==> src/rtl/uart_pkg.sv <==
// -----------------------------------------------------------------------------
// uart_pkg
//   Shared definitions for the buffered UART receiver:
//     - rx_state_t   : deserializer FSM state encoding
//     - UART_DATA_W  : payload width of one UART character
//     - clks_per_bit : system clocks per bit time (integer division)
// -----------------------------------------------------------------------------
package uart_pkg;

  localparam int UART_DATA_W = 8;

  typedef enum logic [2:0] {
    st_idle    = 3'd0,
    st_start   = 3'd1,
    st_data    = 3'd2,
    st_stop    = 3'd3,
    st_recover = 3'd4
  } rx_state_t;

  // Truncating division is intentional: the sampling grid is built on whole
  // clock periods, and the residual error is spread across the frame.
  function automatic int clks_per_bit(input int clk_rate, input int baud_rate);
    return clk_rate / baud_rate;
  endfunction

endpackage

==> src/rtl/uart_fifo.sv <==
// -----------------------------------------------------------------------------
// uart_fifo
//   Synchronous show-ahead FIFO. The head entry is presented combinationally on
//   data_out, so a consumer can use the byte in the same cycle it asserts pop.
//
//   Ports
//     clk      in   1      rising-edge clock
//     rst_n    in   1      asynchronous active-low reset (empties the FIFO)
//     push     in   1      write data_in; accepted when not full, or when full
//                          and a pop happens in the same cycle
//     data_in  in   WIDTH  entry to write
//     pop      in   1      remove head entry; ignored while empty
//     data_out out  WIDTH  head entry, all zeros while empty
//     empty    out  1      no entries stored
//     full     out  1      DEPTH entries stored
// -----------------------------------------------------------------------------
module uart_fifo #(
  parameter int WIDTH = 8,
  parameter int DEPTH = 8
) (
  input  logic             clk,
  input  logic             rst_n,
  input  logic             push,
  input  logic [WIDTH-1:0] data_in,
  input  logic             pop,
  output logic [WIDTH-1:0] data_out,
  output logic             empty,
  output logic             full
);

  localparam int AW = $clog2(DEPTH);
  localparam logic [AW:0] FULL_COUNT = (AW + 1)'(DEPTH);

  logic [WIDTH-1:0] mem [DEPTH];

  logic [AW-1:0] wr_ptr_reg;
  logic [AW-1:0] wr_ptr_next;
  logic [AW-1:0] rd_ptr_reg;
  logic [AW-1:0] rd_ptr_next;
  logic [AW:0]   count_reg;
  logic [AW:0]   count_next;

  logic do_pop;
  logic do_push;

  assign empty = (count_reg == '0);
  assign full  = (count_reg == FULL_COUNT);

  // A pop in the same cycle frees the slot, so a push into a full FIFO is
  // still accepted when the head is being consumed.
  assign do_pop  = pop && !empty;
  assign do_push = push && (!full || do_pop);

  always_comb begin
    wr_ptr_next = wr_ptr_reg;
    rd_ptr_next = rd_ptr_reg;
    count_next  = count_reg;
    if (do_push) begin
      wr_ptr_next = wr_ptr_reg + 1'b1;
    end
    if (do_pop) begin
      rd_ptr_next = rd_ptr_reg + 1'b1;
    end
    case ({do_push, do_pop})
      2'b10:   count_next = count_reg + 1'b1;
      2'b01:   count_next = count_reg - 1'b1;
      default: count_next = count_reg;
    endcase
  end

  always_ff @(posedge clk or negedge rst_n) begin
    if (!rst_n) begin
      wr_ptr_reg <= '0;
      rd_ptr_reg <= '0;
      count_reg  <= '0;
    end else begin
      wr_ptr_reg <= wr_ptr_next;
      rd_ptr_reg <= rd_ptr_next;
      count_reg  <= count_next;
    end
  end

  // Storage carries no reset; the pointers and count define what is valid.
  always_ff @(posedge clk) begin
    if (do_push) begin
      mem[wr_ptr_reg] <= data_in;
    end
  end

  assign data_out = empty ? '0 : mem[rd_ptr_reg];

endmodule

==> src/rtl/uart_rx_buffered.sv <==
// -----------------------------------------------------------------------------
// uart_rx_buffered
//   UART receive front end: 8N1 deserializer feeding a show-ahead receive FIFO.
//   Framing errors and FIFO overflows are reported as registered one-cycle
//   pulses, each appearing the cycle after its cause.
//
//   Parameters
//     CLK_RATE    system clock frequency in Hz
//     BAUD_RATE   line rate in baud (CLK_RATE/BAUD_RATE must be >= 4)
//     FIFO_DEPTH  receive FIFO entries, power of two, >= 2
//
//   Ports
//     CLK_I        in   1  system clock, rising edge
//     RST_NI       in   1  asynchronous active-low reset
//     RXD_I        in   1  serial line, asynchronous to CLK_I, idle high
//     READ_I       in   1  pop request; ignored while RX_EMPTY_O=1
//     RX_EMPTY_O   out  1  FIFO empty
//     DATA_REC_O   out  8  FIFO head byte, 8'h00 when empty
//     RX_FULL_O    out  1  FIFO holds FIFO_DEPTH bytes
//     FRAME_ERR_O  out  1  one-cycle pulse: stop bit sampled as 0
//     OVERFLOW_O   out  1  one-cycle pulse: byte dropped, FIFO full
// -----------------------------------------------------------------------------
module uart_rx_buffered
  import uart_pkg::*;
#(
  parameter int CLK_RATE   = 100_000_000,
  parameter int BAUD_RATE  = 3_000_000,
  parameter int FIFO_DEPTH = 8
) (
  input  logic                   CLK_I,
  input  logic                   RST_NI,
  input  logic                   RXD_I,
  input  logic                   READ_I,
  output logic                   RX_EMPTY_O,
  output logic [UART_DATA_W-1:0] DATA_REC_O,
  output logic                   RX_FULL_O,
  output logic                   FRAME_ERR_O,
  output logic                   OVERFLOW_O
);

  localparam int CPB   = clks_per_bit(CLK_RATE, BAUD_RATE);
  localparam int CNT_W = $clog2(CPB);
  localparam int IDX_W = $clog2(UART_DATA_W);

  // Start bit is confirmed half a bit time after the falling edge; every
  // later sample is one full bit time after the previous one, which keeps
  // all samples near the middle of their bit.
  localparam logic [CNT_W-1:0] HALF_LAST = CNT_W'(CPB / 2 - 1);
  localparam logic [CNT_W-1:0] BIT_LAST  = CNT_W'(CPB - 1);
  localparam logic [IDX_W-1:0] IDX_LAST  = IDX_W'(UART_DATA_W - 1);

  // ---------------------------------------------------------------------------
  // Input synchronizer and edge history
  // ---------------------------------------------------------------------------
  logic sync1_reg;
  logic sync2_reg;
  logic rxd_prev_reg;
  logic rxd;

  assign rxd = sync2_reg;

  // Both stages reset high so a reset never fabricates a start edge.
  always_ff @(posedge CLK_I or negedge RST_NI) begin
    if (!RST_NI) begin
      sync1_reg    <= 1'b1;
      sync2_reg    <= 1'b1;
      rxd_prev_reg <= 1'b1;
    end else begin
      sync1_reg    <= RXD_I;
      sync2_reg    <= sync1_reg;
      rxd_prev_reg <= sync2_reg;
    end
  end

  // ---------------------------------------------------------------------------
  // Deserializer FSM
  // ---------------------------------------------------------------------------
  rx_state_t              state_reg;
  rx_state_t              state_next;
  logic [CNT_W-1:0]       cnt_reg;
  logic [CNT_W-1:0]       cnt_next;
  logic [IDX_W-1:0]       bit_idx_reg;
  logic [IDX_W-1:0]       bit_idx_next;
  logic [UART_DATA_W-1:0] shift_reg;
  logic [UART_DATA_W-1:0] shift_next;
  logic                   frame_err_reg;
  logic                   frame_err_next;
  logic                   overflow_reg;
  logic                   overflow_next;
  logic                   push;

  logic                   fifo_empty;
  logic                   fifo_full;
  logic [UART_DATA_W-1:0] fifo_data;

  always_comb begin
    state_next     = state_reg;
    cnt_next       = cnt_reg + 1'b1;
    bit_idx_next   = bit_idx_reg;
    shift_next     = shift_reg;
    push           = 1'b0;
    frame_err_next = 1'b0;

    case (state_reg)
      st_idle: begin
        cnt_next = '0;
        if (rxd_prev_reg && !rxd) begin
          state_next = st_start;
        end
      end

      st_start: begin
        if (cnt_reg == HALF_LAST) begin
          cnt_next = '0;
          if (!rxd) begin
            state_next   = st_data;
            bit_idx_next = '0;
          end else begin
            // Line back high at mid-start: treat as a glitch.
            state_next = st_idle;
          end
        end
      end

      st_data: begin
        if (cnt_reg == BIT_LAST) begin
          cnt_next   = '0;
          shift_next = {rxd, shift_reg[UART_DATA_W-1:1]};
          if (bit_idx_reg == IDX_LAST) begin
            state_next = st_stop;
          end else begin
            bit_idx_next = bit_idx_reg + 1'b1;
          end
        end
      end

      st_stop: begin
        if (cnt_reg == BIT_LAST) begin
          cnt_next = '0;
          if (rxd) begin
            push       = 1'b1;
            state_next = st_idle;
          end else begin
            frame_err_next = 1'b1;
            state_next     = st_recover;
          end
        end
      end

      st_recover: begin
        // Wait out a break so it reports a single framing error and its
        // trailing low level cannot be mistaken for a new start bit.
        cnt_next = '0;
        if (rxd) begin
          state_next = st_idle;
        end
      end

      default: begin
        cnt_next   = '0;
        state_next = st_idle;
      end
    endcase
  end

  // A stop-bit push into a full FIFO is lost unless the consumer pops the
  // head in the same cycle.
  assign overflow_next = push && fifo_full && !READ_I;

  always_ff @(posedge CLK_I or negedge RST_NI) begin
    if (!RST_NI) begin
      state_reg     <= st_idle;
      cnt_reg       <= '0;
      bit_idx_reg   <= '0;
      shift_reg     <= '0;
      frame_err_reg <= 1'b0;
      overflow_reg  <= 1'b0;
    end else begin
      state_reg     <= state_next;
      cnt_reg       <= cnt_next;
      bit_idx_reg   <= bit_idx_next;
      shift_reg     <= shift_next;
      frame_err_reg <= frame_err_next;
      overflow_reg  <= overflow_next;
    end
  end

  // ---------------------------------------------------------------------------
  // Receive FIFO
  // ---------------------------------------------------------------------------
  uart_fifo #(
    .WIDTH (UART_DATA_W),
    .DEPTH (FIFO_DEPTH)
  ) u_fifo (
    .clk      (CLK_I),
    .rst_n    (RST_NI),
    .push     (push),
    .data_in  (shift_reg),
    .pop      (READ_I),
    .data_out (fifo_data),
    .empty    (fifo_empty),
    .full     (fifo_full)
  );

  assign RX_EMPTY_O  = fifo_empty;
  assign DATA_REC_O  = fifo_data;
  assign RX_FULL_O   = fifo_full;
  assign FRAME_ERR_O = frame_err_reg;
  assign OVERFLOW_O  = overflow_reg;

endmodule

==> config.mk <==
export PLATFORM = sky130hd
export DESIGN_NAME = uart_rx_buffered
export DESIGN_NICKNAME = d
export VERILOG_FILES = /design/src/rtl/uart_pkg.sv /design/src/rtl/uart_fifo.sv /design/src/rtl/uart_rx_buffered.sv
export SDC_FILE = /design/constraint.sdc
export NUM_CORES = 1
export LEC_CHECK = 0
export ABC_AREA = 0
export ABC_CLOCK_PERIOD_IN_PS = 2560
export CAP_MARGIN = 10
export CORE_MARGIN = 2
export CORE_UTILIZATION = 50
export DETAILED_ROUTE_END_ITERATION = 10
export PLACE_DENSITY = 0.7
export SLEW_MARGIN = 20
export SYNTH_ARGS = -nofsm -noshare
export SYNTH_HDL_FRONTEND = slang
export SYNTH_SLANG_ARGS = --single-unit
==> constraint.sdc <==
create_clock -name CLK_I -period 2.56 [get_ports CLK_I]
set_clock_uncertainty 0.1 [all_clocks]
set_input_delay 0.256 -clock CLK_I [delete_from_list [all_inputs] [get_ports CLK_I]]
set_output_delay 0.256 -clock CLK_I [all_outputs]
set_load 0.03 [all_outputs]
After elaboration in Yosys (flattened, before gate mapping):

Memories as Yosys holds them, arrays and structs flattened.
Cells that the tools add are included.

* bits in registers: 35
* latch bits: 0
* bits in writable memories: 64
* bits in read-only memories: 0
* input bits: 4
* output and inout bits: 12
* memories kept: 1

* add/sub/neg operators: 6
* multiply operators: 0
* div/mod/pow operators: 0
* magnitude comparators: 0
* eq/ne operators: 18
* shifts and indexed selects: 0
* mux-type cells: 27
* bitwise gates (word level): 0
* reductions and logical operators: 18

Memories
* u_fifo.mem: words 8, width 8, rd ports 1, clocked after memory_dff 0, write ports 1, line uart_fifo.sv:34 `logic [WIDTH-1:0] mem [DEPTH];`

Operators with widths (count)
* 3-bit two-way mux: 11
* 2-bit != test, second input constant: 8
* 3-bit case mux with 5 select lines: 1
* 6-bit two-way mux: 2
* 6-bit case mux with 2 select lines: 1
* 3-bit by 1-bit adder with 3-bit output, second input constant: 3
* 1-bit two-way mux: 8
* 8-bit two-way mux: 1
* 4-bit case mux with 2 select lines: 1
* 6-bit by 1-bit adder with 6-bit output, second input constant: 1
* 3-bit by 2-bit == test with 1-bit output, second input constant: 2
* 3-bit == test, second input constant: 2
* 6-bit by 4-bit == test with 1-bit output, second input constant: 1
* 6-bit == test, second input constant: 1
* 3-bit case mux with 2 select lines: 1
* 6-bit AND reduction: 1
* 1-bit logical AND: 5
* 5-bit AND reduction: 1
* 4-bit by 1-bit adder with 4-bit output, second input constant: 1
* 4-bit == test, second input constant: 1
* 1-bit zero test: 4
* 4-bit zero test: 1
* 2-bit nonzero test: 2
* 4-bit by 1-bit subtractor with 4-bit output, second input constant: 1
* 8 further kinds: 8

Longest topological paths before layout:

* word-level depth: 7
* depth in mapped cells: 11

Modules after synthesis:

From an unflattened synthesis, not the netlist that was laid out.

* cell total of the unflattened synthesis: 251
* area, all modules: 4191.5 µm²

By module, submodules not included
* uart_fifo: times used 1, cells each 160, area an instance 3055.4 µm²
* uart_rx_buffered: times used 1, cells each 91, area an instance 1136.1 µm²

Worst setup path before layout:

No wires, ideal clock.

* kind: flip-flop to flip-flop
* from: reg u_fifo.count_reg[1]
* to: reg u_fifo.count_reg[2]
* data arrival time: 2.495 ns
* path slack: -0.164 ns
* cell stages (with the launch flop): 11
* path buffers: 1
* clock period less this slack: 2.724 ns
* path through: dfrtp_1 > buf_2 > nor4_4 > nor2b_1 > ha_1 > xor2_1 > ha_1 > a21oi_1 > xor2_1 > nor2_1 > xor2_1

* word-level cells in the longest chain between the ends: 7

RTL lines
* from (decl): line uart_fifo.sv:40 `logic [AW:0] count_reg;`
* from (signal assigned): line uart_fifo.sv:79 `count_reg <= count_next;`
* 4-bit zero test (*): line uart_fifo.sv:46 `assign empty = (count_reg == '0);`
* net RX_EMPTY_O: line uart_rx_buffered.sv:34 `output logic RX_EMPTY_O,`
* 1-bit zero test (*): line uart_fifo.sv:51 `assign do_pop = pop && !empty;`
* 1-bit logical AND (*): line uart_fifo.sv:51
* net u_fifo.do_pop: line uart_fifo.sv:43 `logic do_pop;`
* 1-bit logical OR: line uart_fifo.sv:52 `assign do_push = push && (!full || do_pop);`
* 1-bit logical AND: line uart_fifo.sv:52
* 2-bit by 1-bit == test with 1-bit output or 2-bit == test (tied branches): line uart_fifo.sv:64 `case ({do_push, do_pop})`
* 4-bit case mux with 2 select lines or 2-bit nonzero test (tied branches)

Mark *: on every way through the listed nets, which the timed path passes. The rest lies on a longest branch.
A chain may end at the register's enable or synchronous reset.

Final worst setup path:

* from: reg u_fifo.rd_ptr_reg[0]
* to: out DATA_REC_O[3]

* word-level cells in the longest chain between the ends: 2

RTL lines
* from (decl): line uart_fifo.sv:38 `logic [AW-1:0] rd_ptr_reg;`
* from (signal assigned): line uart_fifo.sv:78 `rd_ptr_reg <= rd_ptr_next;`
* memory read 8 x 8 bit
* 8-bit two-way mux: line uart_fifo.sv:90 `assign data_out = empty ? '0 : mem[rd_ptr_reg];`
* to (decl): line uart_rx_buffered.sv:35 `output logic [UART_DATA_W-1:0] DATA_REC_O,`

Every way passes these cells.

==> results.toml <==
[sta]
hold_viol_final = 0
rsz_0062_raised_after_global_routing = "false"
fmaxAchievable_mhz = 412
setup-tns-final_ps = 0
worst_margin_slew_ps = 791
setup-violations-final = 0
layout_worst_path_cycle_share_pct = 94.9
finalWorstPathRequiredPeriod_ps = 2430
finalMaxSlewViolations = 0
slew_headroom_pct = 47.3

[finish]
finish.net_count = 302
areaGrowthSynthToFinish_pct = 14.4
seqCellArea_sq_um = 2800
fillCellCount = 623
largest_register_ffs = 64
multiInputGateArea_sq_um = 1310
antenna_cells_inserted = 0
final_layout_size_suffix_gt1_share_pct = 26.2

[route]
routed_via_density = 5.40
wirelength_met1_um = 3090
drt_iter0_drc = 148
drt_first_pass_iters = 4
dr.max_layer_used = "met4"
metal3_wl_um = 139
route.antenna.remaining_nets = 0
wire_per_inst_um = 17.2
met2_length_um = 3530
wl_um = 6880
drt_drc_violations_left = 0
detailroute.via_count = 2156

[clock_tree]
cts_root_buffer = "clkbuf_8"
cts-htree-levels = 3
clk_path_buf_depth = 2
clock-sinks = 99
clk_pin_slew_ps = 90
cts_tree = "yes"
insertion_delay_ps = 360
cts_made_buffers = 9

[floorplan]
floorplan.die.height_um = 95.5
placeableCoreArea_sq_um = 8180
floorplan.die_area_sq_um = 9120
effective_utilization_at_floorplan_pct = 51.2
boundaryPins = 16
die_width_um = 95.5
placementRows = 33

[global_routing]
grt_pass1_vias = 2245
grt.total_usage_pct = 17.4
globalRouteOverflowTotal = 0
grt_first_pass_wirelength_um = 11600
grt_start_max_net_pins = 36
grt_antenna_before_repair = 0

[critical_path]
worst_r2r_path_depth = 7
critPathBufInv = 2
timing.critical_path.max_delay_family = "multiplexers"
arrival_ps = 2070
critical_path.startpoint_type = "register"
worst-endpoint-required_ps = 2200
critPathMaxStageDelay_ps = 550
crit_chain = "buf_12, mux4_2, mux2i_1, nor2_1, dlygate4sd2_1"
worstSetupEndpointType = "primary output"
critical_path_depth = 5
timing.critical_path.slowest_stage_cell = "mux4_2"
worst-path-max-fanout = 18
critPathKind = "register to primary output"

[logic_synthesis]
synth_cell_types = 48
dominant_combinational_cell_family_by_area_after_synthesis = "multiplexers"
synth_xor_xnor_area_share_pct = 2.30
synth_common_cells = "edfxtp_1, dfrtp_1, nor2_1"
synth-compound-area-share_pct = 3.62
synthCells = 252
synth_area_in_adders_pct = 2.69
number_of_enable_type_register_cells_in_the_synthesized_netlist = 64
post_synth_mux_area_share_pct = 14.5
simple_gate_share_of_the_synthesized_area_pct = 8.07
synth_ff_type = "edfxtp_1"
most_frequent_cell_after_synthesis = "edfxtp_1"
netlist.top_cell.by_area = "edfxtp_1"
post-synth-top-area-fraction_pct = 45.9
asyncSetResetFlopFracSynth_pct = 35.4
synth.yosys.warnings = 0
synth.top_cells.by_area = "edfxtp_1, dfrtp_1, mux4_2"
avgSynthCellArea_sq_um = 16.6
synth.cell_area_sq_um = 4190
synth_seq_area_share_pct = 66.9
number_of_synthesized_register_bits = 99
synth.net_count = 265

[place]
detailed_place_hpwl_um = 4560
buffer_ports.inserted = 15
gpl.final_weighted_congestion = 0.738

[status]
status = "finished, final reports clean"

[flow_run]
maxCapViolCount = 0

[pwr]
p_sw_share_pct = 30.8
combinationalPowerShare_pct = 27.4
internal-power_mw = 2.79
ir_drop_uv = 428
share_clk_of_total_power_pct = 24.5
power.total_mw = 4.03
power_leakage_nw = 1.95
netsw_mw = 1.24
power_frac_seq_pct = 48.2
power_density_nw_per_um2 = 840

[hold_path]
whs_path_depth = 1
min_path_type = "input port to register"
[cell type report]
class | count | area share, %
Multi-Input combinational cell | 136 | 27.4
Sequential cell | 99 | 58.5
Clock inverter | 7 | 1.51
Tap cell | 105 | 2.74
Inverter | 7 | 0.548
Clock buffer | 9 | 2.58
Timing Repair Buffer | 36 | 6.74
[power groups by stage]
stage / sequential, mW / combinational [mW] / clock [mW]
floorplan: 1.91 / 0.848 / 0
global placement: 1.97 / 1.13 / 0
detailed placement: 1.98 / 1.15 / 0
CTS: 1.94 / 1.12 / 1.01
global route: 1.96 / 1.22 / 1.09
finish: 1.94 / 1.10 / 0.986
[layer usage]
layer | up-vias | track usage (%)
met2 | 24 | 28.5
met5 | - | 0
met4 | 0 | 7.50
met1 | 1093 | 23.3
met3 | 9 | 2.85
li1 | 1030 | -
[layout by cell type (no fill, tap or decap), drive strengths merged, types with 8 or more instances in the layout]
master       synthesis  routed
mux2                12      12
mux4                16      16
buf                  7      21
inv                  7      10
ha                   9       9
mux2i                8       8
edfxtp              64      64
dfrtp               32      32
clkbuf               3       9
dlygate4sd2          0       8
nor2                25      25
[kinds of logic after synthesis]
group | count (synthesis)
simple gates | 59
mux | 36
buf+inv | 17
compound gates | 21
fa+ha+maj | 9
xor+xnor | 11
flops | 99
[stage by stage]
step | instance area [sq um] | util [%] | hold slack (ps) | setup WS, ps | std cells
3_3_place_gp | 4590 | 56.2 | 247 | 214 | 382
3_5_place_dp | 4590 | 56.2 | 250 | 170 | 382
6_report | 4790 | 58.6 | 198 | 131 | 399
4_1_cts | 4790 | 58.6 | 179 | 7.67 | 399
2_1_floorplan | 4200 | - | -140 | 14.8 | 252
5_1_grt | 4790 | 58.6 | 187 | 14.8 | 399
[path summary, 6_finish.rpt]
check,start,to,slack [ps]
min in group asynchronous,RST_NI,cnt_reg[0],420
max reg2reg,u_fifo.count_reg[0],u_fifo.count_reg[3],160
max in group asynchronous,RST_NI,u_fifo.count_reg[0],1400
min,RXD_I,sync1_reg,200
max,u_fifo.rd_ptr_reg[0],DATA_REC_O[3],130
min reg2reg,sync1_reg,rxd,260
[what timing repair did]
| item | in CTS | in global routing |
|---|---|---|
| hold buffers | 1 | 0 |
| endpoints found under the hold margin | 32 | 0 |
| endpoints found under the setup margin | 8 | 1 |
| gates cloned | 0 | 0 |
| resized for setup | 8 | 1 |
| setup buffers | 0 | 0 |
Note: power is estimated with default switching activity, not from simulation.
